--- config.mk ---
export PLATFORM = sky130hd
export DESIGN_NAME = piso_stream
export DESIGN_NICKNAME = d
export VERILOG_FILES = /design/src/rtl/piso_stream.sv
export SDC_FILE = /design/constraint.sdc
export NUM_CORES = 1
export LEC_CHECK = 0
export CAP_MARGIN = 20
export CORE_MARGIN = 2
export CORE_UTILIZATION = 59
export CTS_CLUSTER_DIAMETER = 40
export DETAILED_ROUTE_END_ITERATION = 6
export DONT_BUFFER_PORTS = 1
export HOLD_SLACK_MARGIN = 0.06
export PLACE_DENSITY_LB_ADDON = 0.1
export SYNTH_ARGS = -nofsm -noshare
export SYNTH_HDL_FRONTEND = slang
export SYNTH_SLANG_ARGS = --single-unit
export TNS_END_PERCENT = 10
--- constraint.sdc ---
create_clock -name clk -period 2.15 [get_ports clk]
set_clock_uncertainty 0.1 [all_clocks]
set_input_delay 0.43 -clock clk [delete_from_list [all_inputs] [get_ports clk]]
set_output_delay 0.43 -clock clk [all_outputs]
set_load 0.01 [all_outputs]
--- src/rtl/piso_stream.sv ---
// Parallel-in serial-out shifter with a one-word holding buffer.
// Streams DW-bit words MSB- or LSB-first, back to back, with framing pulses.
module piso_stream #(
  parameter int DW = 4
) (
  input  logic          clk,
  input  logic          rst,
  input  logic          in_valid,
  output logic          in_ready,
  input  logic [DW-1:0] in_data,
  input  logic          msb_first,
  output logic          ser_out,
  output logic          ser_valid,
  output logic          frame_start,
  output logic          done,
  output logic          busy
);

  localparam int CW = $clog2(DW);

  typedef enum logic {
    IDLE,
    SHIFT
  } state_t;

  state_t        state, state_n;
  logic [CW-1:0] cnt, cnt_n;
  logic [DW-1:0] sh, sh_n;
  logic [DW-1:0] hold, hold_n;
  logic          sh_msb, sh_msb_n;
  logic          hold_msb, hold_msb_n;
  logic          hold_full, hold_full_n;
  logic          acc, last, free;
  logic          out_n, vld_n, fs_n, done_n, busy_n;

  assign in_ready = !hold_full && !rst;

  always_comb begin
    state_n     = state;
    cnt_n       = cnt;
    sh_n        = sh;
    sh_msb_n    = sh_msb;
    hold_n      = hold;
    hold_msb_n  = hold_msb;
    hold_full_n = hold_full;
    acc  = in_valid && in_ready;
    last = (state == SHIFT) && (cnt == CW'(DW - 1));
    free = (state == IDLE) || (last && !hold_full);

    if (state == SHIFT) begin
      sh_n  = sh_msb ? (sh << 1) : (sh >> 1);
      cnt_n = cnt + CW'(1);
    end

    if (last) begin
      cnt_n = '0;
      if (hold_full) begin
        sh_n        = hold;
        sh_msb_n    = hold_msb;
        hold_full_n = 1'b0;
      end else begin
        state_n = IDLE;
      end
    end

    // a word accepted on the last bit follows with no gap
    if (acc) begin
      if (free) begin
        sh_n     = in_data;
        sh_msb_n = msb_first;
        state_n  = SHIFT;
        cnt_n    = '0;
      end else begin
        hold_n      = in_data;
        hold_msb_n  = msb_first;
        hold_full_n = 1'b1;
      end
    end

    vld_n  = (state_n == SHIFT);
    out_n  = vld_n && (sh_msb_n ? sh_n[DW-1] : sh_n[0]);
    fs_n   = vld_n && (cnt_n == '0);
    done_n = vld_n && (cnt_n == CW'(DW - 1));
    busy_n = vld_n || hold_full_n;
  end

  always_ff @(posedge clk) begin
    if (rst) begin
      state       <= IDLE;
      cnt         <= '0;
      sh          <= '0;
      sh_msb      <= 1'b0;
      hold        <= '0;
      hold_msb    <= 1'b0;
      hold_full   <= 1'b0;
      ser_out     <= 1'b0;
      ser_valid   <= 1'b0;
      frame_start <= 1'b0;
      done        <= 1'b0;
      busy        <= 1'b0;
    end else begin
      state       <= state_n;
      cnt         <= cnt_n;
      sh          <= sh_n;
      sh_msb      <= sh_msb_n;
      hold        <= hold_n;
      hold_msb    <= hold_msb_n;
      hold_full   <= hold_full_n;
      ser_out     <= out_n;
      ser_valid   <= vld_n;
      frame_start <= fs_n;
      done        <= done_n;
      busy        <= busy_n;
    end
  end

endmodule
-- Yosys cells after proc, flatten, opt, wreduce, memory -nomap -nowiden
Cells that the tools add are included.
- logic and storage cells: 51
- output and inout bits: 6
- flip-flop bits (word level): 18
- input port bits: 8
- $add $sub $neg: 1
- reduce and logical (&&, ||, !) cells: 13
- mux-type cells: 22
- equal/unequal tests: 2
- bitwise logic cells: 2
- operator list (kind ; count):
    4-bit two-way mux ; 6
    1-bit two-way mux ; 12
    2-bit two-way mux ; 4
    1-bit logical AND ; 7
    2-bit == test (second input constant) ; 2
    2-bit by 1-bit adder with 2-bit output (second input constant) ; 1
    1-bit logical NOT ; 2
    2-bit logical NOT ; 1
    1-bit logical OR ; 2
    1-bit inverter ; 2
    2-bit AND reduction ; 1

-- Depth between registers and ports, before layout
Gate-level depths: netlist (run 1).
- depth in word-level cells: 8
- mapped depth: 8
- mapped depth without buffers: 6

-- Worst setup path after synthesis (run 1)
Ideal clock, no wire load.
- path kind: reg2reg
- from: register cnt[0]
- to: register ser_out
- data arrival time: 1.543 ns
- library setup time: 0.079 ns
- slack: 0.427 ns
- cell stages (with the launch flop): 9
- path through: dfxtp_1 ha_1 and2b_1 buf_6 nand2b_4 buf_6 mux2i_4 nor2b_2 a211oi_2
- longest elaborated chain between the ends: 8
- ends and longest elaborated chain (what ; line ; source):
    start, declared ; 27 ; logic [CW-1:0] cnt, cnt_n;
    start signal, assigned ; 103 ; cnt <= cnt_n;
    2-bit == test * ; 47 ; last = (state == SHIFT) && (cnt == CW'(DW - 1));
    1-bit logical AND * ; 47 ;
    1-bit logical AND ; 48 ; free = (state == IDLE) || (last && !hold_full);
    1-bit logical OR ; 48 ;
    4-bit two-way mux / 1-bit two-way mux (equally long branches) ; 68 ; if (free) begin
    4-bit two-way mux / 1-bit two-way mux (equally long branches) ; 67 ; if (acc) begin
    1-bit two-way mux ; 81 ; out_n = vld_n && (sh_msb_n ? sh_n[DW-1] : sh_n[0]);
    1-bit logical AND * ; 81 ;
    end signal, assigned ; 109 ; ser_out <= out_n;
    end, declared ; 12 ; output logic ser_out,
Every way passes the cells marked *; elsewhere a longest branch is shown, timed or not.
A chain may end at the register's enable or synchronous reset.

-- Worst setup path in the final report (run 1)
Same ends and word-level chain as after synthesis.

==> flow_metrics.py, run 1 <==
metrics = {
    "outcome": {
        "status": "completed",
    },
    "clock_tree": {
        "cts.sinks": 18,
        "clkTransAtPathRegs_ns": 0.10,
        "ctsHtreeMaxLevel": 1,
        "ctsHoldBuffers": 0,
        "cts_root_buffer": "clkbuf_4",
        "clockBufferDepth": 2,
        "cts_made_buffers": 3,
        "post-cts-setup-buffers": 0,
        "cts_tree": "done",
        "insertion_delay_ns": 0.29,
        "cts.repair.resized": 0,
    },
    "route": {
        "routedWlPerCell_um": 14.8,
        "dr.pass1.iters": 5,
        "drtAntennaViolNets": 0,
        "vias": 668,
        "drt-met1-wl_um": 766,
        "drc": 0,
        "wirelength_um": 1670,
        "wl_met2_um": 783,
        "highest_layer": "met4",
        "drtIter0Drc": 14,
        "routed_via_density": 5.91,
        "dr_wl_met3_um": 102,
    },
    "synthesis": {
        "synth_top_family_by_area": "simple AND/OR/NAND/NOR gates",
        "avgSynthCellArea_um2": 9.03,
        "netlist_top_cells_count": "dfxtp_1, nor2_1, a21oi_1",
        "synth_area_leaders": "dfxtp_1, a21oi_1, buf_6",
        "ys_warn_count": 0,
        "yosys.area_share.simple": 0.247,
        "synth_xor_area_frac": 0,
        "netlist_area_um2": 876,
        "yosysMostFrequentCell": "dfxtp_1",
        "synth.mux.area_fraction": 0.0729,
        "ys.flop_type": "dfxtp_1",
        "yosys.cell_types.count": 28,
        "ys_ff_latch": 18,
        "synth_top_area_share": 0.411,
        "ys_seq_area_frac": 0.411,
        "synth-async-reset-ratio": 0,
        "synth_top_area_cell": "dfxtp_1",
        "synth.net_count": 107,
        "syn_inst": 97,
        "synth_compound_area_frac": 0.163,
        "synth-edff-count": 0,
        "synth_adder_area_share": 0.0286,
    },
    "critical_path": {
        "max_stage_delay_ns": 0.37,
        "start_kind": "flop",
        "crit_required_ns": 2.27,
        "arrival_ns": 1.86,
        "path_delay_family": "multiplexers",
        "critPathSlowestCell": "mux2_2",
        "endpoint_kind": "flop",
        "reg2reg_depth": 6,
        "crit_type": "flop to flop",
        "r2r_slack_ns": 0.41,
        "timing.rr.end": "ser_out",
        "cp_max_fo": 6,
        "path_buf_inv": 0,
        "crit_chain": "ha_1 > nand3_1 > mux2_2 > mux2i_4 > nor2b_2 > a211oi_2",
        "r2r-start": "cnt[0]",
    },
    "hold_path": {
        "whs_path_depth": 1,
        "hold_path.class": "input port to flop",
        "hold_end": "hold[1]",
        "hp-start": "rst",
    },
    "placed_design": {
        "routabilityCongestion": 0.790,
        "dpl-instance-area_um2": 865,
        "dp_hpwl_um": 1170,
        "placed_cells": 109,
        "portBuffers": 0,
    },
    "floorplan": {
        "die-area_um2": 1810,
        "ios": 14,
        "std_cell_rows": 13,
        "core_um2": 1350,
        "die_w_um": 42.5,
        "die_y_um": 42.5,
        "start_util": 0.649,
    },
    "final_layout": {
        "ff_latch_area_um2": 360,
        "fin_cells": 113,
        "nNetsFinal": 109,
        "diodes": 0,
        "multi_input_area_um2": 448,
        "stdcell_area_um2": 901,
        "fillerInstances": 114,
        "syn_to_final_growth_pct": 2.86,
        "layout-drive-gt1-share": 0.143,
    },
    "power": {
        "sequentialPowerShare": 0.557,
        "switching_share": 0.257,
        "netSwitchingPower_w": 0.000175,
        "intPower_w": 0.000506,
        "p_comb_frac": 0.141,
        "max-vdd-ir-drop_v": 0.000598,
        "power.density_nw_per_um2": 757,
        "fin_total_pwr_w": 0.000682,
        "total_leakage_power_nw": 0.354,
        "power_frac_clock": 0.302,
    },
    "grt": {
        "grt_use_total": 0.206,
        "overflow": 0,
        "grt_antenna_before_repair": 0,
        "grt_pass1_vias": 624,
        "grt_max_degree": 18,
        "grt_pass1_wl_um": 2760,
    },
    "timing": {
        "setup_viol": 0,
        "relSlewSlack": 0.756,
        "drv_slew": 0,
        "fin_setup_tns_ns": 0,
        "worstMarginPinSlew_ns": 0.365,
        "holdWs_ns": 0.0856,
        "finalCriticalPeriod_ns": 1.74,
        "rsz0062_at_grt": "no",
        "hold_viol": 0,
        "max_freq_mhz": 575,
        "fin_crit_sh": 0.809,
    },
    "run": {
        "drv_cap": 0,
    },
}
[stage by stage]
stage | setup slack, ns | util
after global routing | 0.328 | 0.667
after floorplan | 0.427 | -
after CTS | 0.398 | 0.667
final | 0.411 | 0.667
after detailed placement | 0.437 | 0.640
after global placement | 0.497 | 0.640
[cells by family after synthesis]
logic type	count (synthesis)
flops	18
buf+inv	10
compound gates	23
fa+ha+maj	2
simple gates	39
mux	5
[state kept, by name, summed over array words and instances (netlist names)]
register / count
hold_full: 1
sh_msb: 1
hold_msb: 1
sh: 4
frame_start: 1
cnt: 2
state: 1
done: 1
busy: 1
ser_out: 1
hold: 4
[layer usage]
layer | vias to the layer above | global-route usage
met5 | - | 0
met4 | 0 | 0.0563
met3 | 2 | 0.0517
met2 | 22 | 0.335
met1 | 307 | 0.270
li1 | 337 | -
[power by group through the flow]
stage	Sequential [W]	Clock (W)	Combinational, W
floorplan	0.000379	0	0.0000927
CTS	0.000380	0.000211	0.0000965
global placement	0.000386	0	0.0000927
finish	0.000380	0.000206	0.0000961
detailed placement	0.000386	0	0.0000947
global route	0.000383	0.000220	0.000109
[layout make-up]
cell class	count	area share
Clock buffer	4	0.0403
Inverter	4	0.0167
Multi-Input combinational cell	69	0.497
Sequential cell	18	0.400
Tap cell	15	0.0208
Timing Repair Buffer	3	0.0250
[placed cells by master, fill, tap and decap left out, types with 2 or more instances in the layout]
cell / netlist / final
clkbuf_4: 0 / 3
dfxtp_1: 18 / 18
nand2b_1: 3 / 3
nand2_1: 8 / 8
inv_1: 4 / 4
a21oi_1: 9 / 9
ha_1: 2 / 2
o21ai_0: 5 / 5
nand3_1: 7 / 7
buf_4: 0 / 3
nor2_1: 10 / 10
nor2b_1: 2 / 2
a211oi_1: 5 / 5
mux2i_1: 3 / 3
and3_1: 2 / 2
[worst max path at each step]
stage / from / endpoint / slack [ns] / depth (start not counted)
final: cnt[0] / ser_out / 0.41 / 6
after floorplan: cnt[0] / ser_out / 0.43 / 8
after CTS: cnt[0] / ser_out / 0.40 / 6
after global placement: cnt[0] / ser_out / 0.50 / 6
after detailed placement: cnt[0] / ser_out / 0.44 / 6
after global routing: cnt[0] / ser_out / 0.33 / 6
Note: power is estimated with default switching activity, not from simulation.
==> run 2: changes to the inputs <==
--- a/config.mk
+++ b/config.mk
@@ -5,9 +5,10 @@
 export SDC_FILE = /design/constraint.sdc
 export NUM_CORES = 1
 export LEC_CHECK = 0
+export ABC_AREA = 1
 export CAP_MARGIN = 20
 export CORE_MARGIN = 2
-export CORE_UTILIZATION = 59
+export CORE_UTILIZATION = 53
 export CTS_CLUSTER_DIAMETER = 40
 export DETAILED_ROUTE_END_ITERATION = 6
 export DONT_BUFFER_PORTS = 1
==> constraint.sdc (replaced) <==
create_clock -name clk -period 1.39 [get_ports clk]
set_clock_uncertainty 0.1 [all_clocks]
set_input_delay 0.278 -clock clk [delete_from_list [all_inputs] [get_ports clk]]
set_output_delay 0.278 -clock clk [all_outputs]
set_load 0.01 [all_outputs]
==> run 2 against run 1 <==
  * First-iteration DRC count up 43%
  * Critical endpoint is now sh[2]
  * Maximum frequency up 25%
  * Flip-flop and latch count unchanged
  * Die area up 9.7%
  * Largest power group unchanged
  * Register-to-register slack worse by 0.42 ns
  * The run now ends with negative setup slack left
==> flow_metrics.py, run 2 <==
metrics = {
    "critical_path": {
        "endpoint_kind": "flop",
        "start_kind": "flop",
        "crit_chain": "ha_4 > nand2_2 > nand2_4 > inv_2 > nor2_4 > buf_4 > a21oi_1 > a21oi_1",
        "arrival_ns": 1.48,
        "timing.rr.end": "sh[2]",
        "r2r_slack_ns": -0.004,
        "crit_required_ns": 1.47,
        "reg2reg_depth": 8,
        "cp_max_fo": 5,
        "max_stage_delay_ns": 0.35,
        "crit_type": "flop to flop",
        "r2r-start": "cnt[0]",
        "critPathSlowestCell": "dfxtp_2",
        "crit_top_cell": "a21oi_1",
    },
    "power": {
        "intPower_w": 0.000840,
        "power.density_nw_per_um2": 1080,
        "p_comb_frac": 0.213,
        "total_leakage_power_nw": 0.489,
        "max-vdd-ir-drop_v": 0.000551,
        "sequentialPowerShare": 0.517,
        "fin_total_pwr_w": 0.00119,
        "netSwitchingPower_w": 0.000350,
        "power_frac_clock": 0.271,
        "switching_share": 0.294,
    },
    "grt": {
        "overflow": 0,
        "grt_pass1_vias": 726,
        "grt_use_total": 0.216,
        "grt_pass1_wl_um": 3120,
        "grt_antenna_before_repair": 0,
        "grt_max_degree": 11,
    },
    "timing": {
        "drv_slew": 0,
        "relSlewSlack": 0.772,
        "worstMarginPinSlew_ns": 0.339,
        "setup_viol": 1,
        "finalCriticalPeriod_ns": 1.39,
        "hold_viol": 0,
        "rsz0062_at_grt": "yes",
        "max_freq_mhz": 717,
        "layout_setup_ws_ns": -0.00440,
        "fin_crit_sh": 1.00,
    },
    "synthesis": {
        "synth_top_area_cell": "dfxtp_1",
        "synth-edff-count": 0,
        "yosys.cell_types.count": 23,
        "synth-async-reset-ratio": 0,
        "avgSynthCellArea_um2": 7.32,
        "ys.flop_type": "dfxtp_1",
        "ys_seq_area_frac": 0.414,
        "netlist_top_cells_count": "nand2_1, dfxtp_1, inv_1",
        "synth_top_area_share": 0.414,
        "syn_inst": 119,
        "ys_warn_count": 0,
        "yosysMostFrequentCell": "nand2_1",
        "synth_area_leaders": "dfxtp_1, nand2_1, a21oi_1",
        "netlist_area_um2": 871,
        "ys_ff_latch": 18,
        "synth.net_count": 129,
    },
    "clock_tree": {
        "cts_tree": "done",
        "clkTransAtPathRegs_ns": 0.11,
        "cts_made_buffers": 3,
        "ctsHtreeMaxLevel": 1,
        "insertion_delay_ns": 0.29,
        "clockBufferDepth": 2,
        "cts.sinks": 18,
        "cts_root_buffer": "clkbuf_4",
    },
    "final_layout": {
        "multi_input_area_um2": 470,
        "layout-drive-gt1-share": 0.234,
        "stdcell_area_um2": 1100,
        "final_common_cell": "nand2_1",
        "final_cell_mix": "nand2_1, dfxtp_1, inv_1",
        "syn_to_final_growth_pct": 26.3,
        "fillerInstances": 112,
        "biggestRegsByFlops": "hold: 4 flops, sh: 4 flops, cnt: 2 flops",
        "diodes": 0,
        "ff_latch_area_um2": 365,
        "nNetsFinal": 148,
    },
    "placed_design": {
        "portBuffers": 0,
        "dpl-instance-area_um2": 910,
        "pre_cts_ws_ns": -0.109,
        "routabilityCongestion": 0.831,
        "dp_hpwl_um": 1330,
    },
    "route": {
        "routedWlPerCell_um": 12.6,
        "routed_via_density": 5.29,
        "vias": 809,
        "drtAntennaViolNets": 0,
        "wirelength_um": 1930,
        "dr.pass1.iters": 4,
        "drc": 0,
        "drtIter0Drc": 20,
    },
    "hold_path": {
        "hp-start": "rst",
        "hold_path.class": "input port to flop",
        "hold_end": "sh[1]",
        "whs_path_depth": 3,
    },
    "outcome": {
        "status": "complete, but fails checks",
        "violations": "negative setup slack",
    },
    "floorplan": {
        "die_y_um": 44.5,
        "start_util": 0.571,
        "core_um2": 1520,
        "std_cell_rows": 14,
        "ios": 14,
        "die-area_um2": 1980,
        "die_w_um": 44.5,
    },
    "run": {
        "drv_cap": 0,
    },
}
-- run 2: cell count changes in the layout (fill, tap and decap cells not counted), sizes merged, moves of 4 or more --
cell,delta
nand2,+22
a211oi,-6
nor2,+5
mux2i,-4
dlygate4sd3,+9
inv,+12
nand2b,-4
o21ai,+6
-- run 2: logic make-up after synthesis --
kind of cell             count (synthesis)  share of synthesized area
AND/OR/NAND/NOR                         56                      0.310
flip-flops                              18                      0.414
buffers and inverters                   18                     0.0920
AO/OA/AOI/OAI                           25                      0.155
adder cells (fa/ha/maj)                  2                     0.0287
-- run 2: layout make-up --
cell class | count | share of cell area
clock buffers | 4 | 0.0330
inverters | 17 | 0.0660
multi-input cells | 83 | 0.428
flip-flops and latches | 18 | 0.332
well taps | 16 | 0.0182
repair buffers | 15 | 0.123
-- run 2: layer usage --
| layer | GRT usage | vias to the layer above | part of all wire |
|---|---|---|---|
| li1 | - | 419 | - |
| met1 | 0.270 | 365 | 0.46 |
| met2 | 0.357 | 23 | 0.48 |
| met3 | 0.0449 | 2 | 0.049 |
| met4 | 0.0909 | 0 | 0.0073 |
| met5 | 0 | - | 0 |
-- run 2: stage by stage --
step / util / instances / TNS, ns / hold slack (ns)
after floorplan: - / 119 / 0 / 0.313
after global placement: 0.597 / 138 / -0.115 / 0.252
after detailed placement: 0.597 / 138 / -0.198 / 0.255
after CTS: 0.702 / 152 / 0 / 0.0637
after global routing: 0.722 / 153 / -0.238 / 0.0896
final: 0.722 / 153 / -0.00440 / 0.0710
-- run 2: worst max-delay path: cells and delay by family, from the launching register on --
kind	cells	cell delay (ns)
simple gates	3	0.19
flops	1	0.35
fa+ha+maj	1	0.18
compound gates	2	0.22
buf+inv	2	0.22
-- run 2: worst max-delay path by stage --
stage	startpoint	end	cells after the start
global placement	cnt[1]	ser_out	10
detailed placement	cnt[1]	ser_out	10
CTS	cnt[1]	ser_out	9
global route	cnt[0]	ser_out	10
floorplan	cnt[0]	frame_start	7
finish	cnt[0]	sh[2]	8
-- run 2: timing repair --
item	CTS	global route
hold buffers	9	0
hold endpoints to repair	13	0
buffers inserted	1	1
pin swaps	4	2
endpoints found under the setup margin	12	6
cloned	0	0
gates resized for setup	8	7
-- run 2: power by group through the flow --
stage / clock (W) / sequential, W / combinational [W]
2_1_floorplan: 0 / 0.000610 / 0.000164
3_3_place_gp: 0 / 0.000615 / 0.000202
3_5_place_dp: 0 / 0.000616 / 0.000208
4_1_cts: 0.000330 / 0.000611 / 0.000239
5_1_grt: 0.000347 / 0.000621 / 0.000283
6_report: 0.000322 / 0.000615 / 0.000253
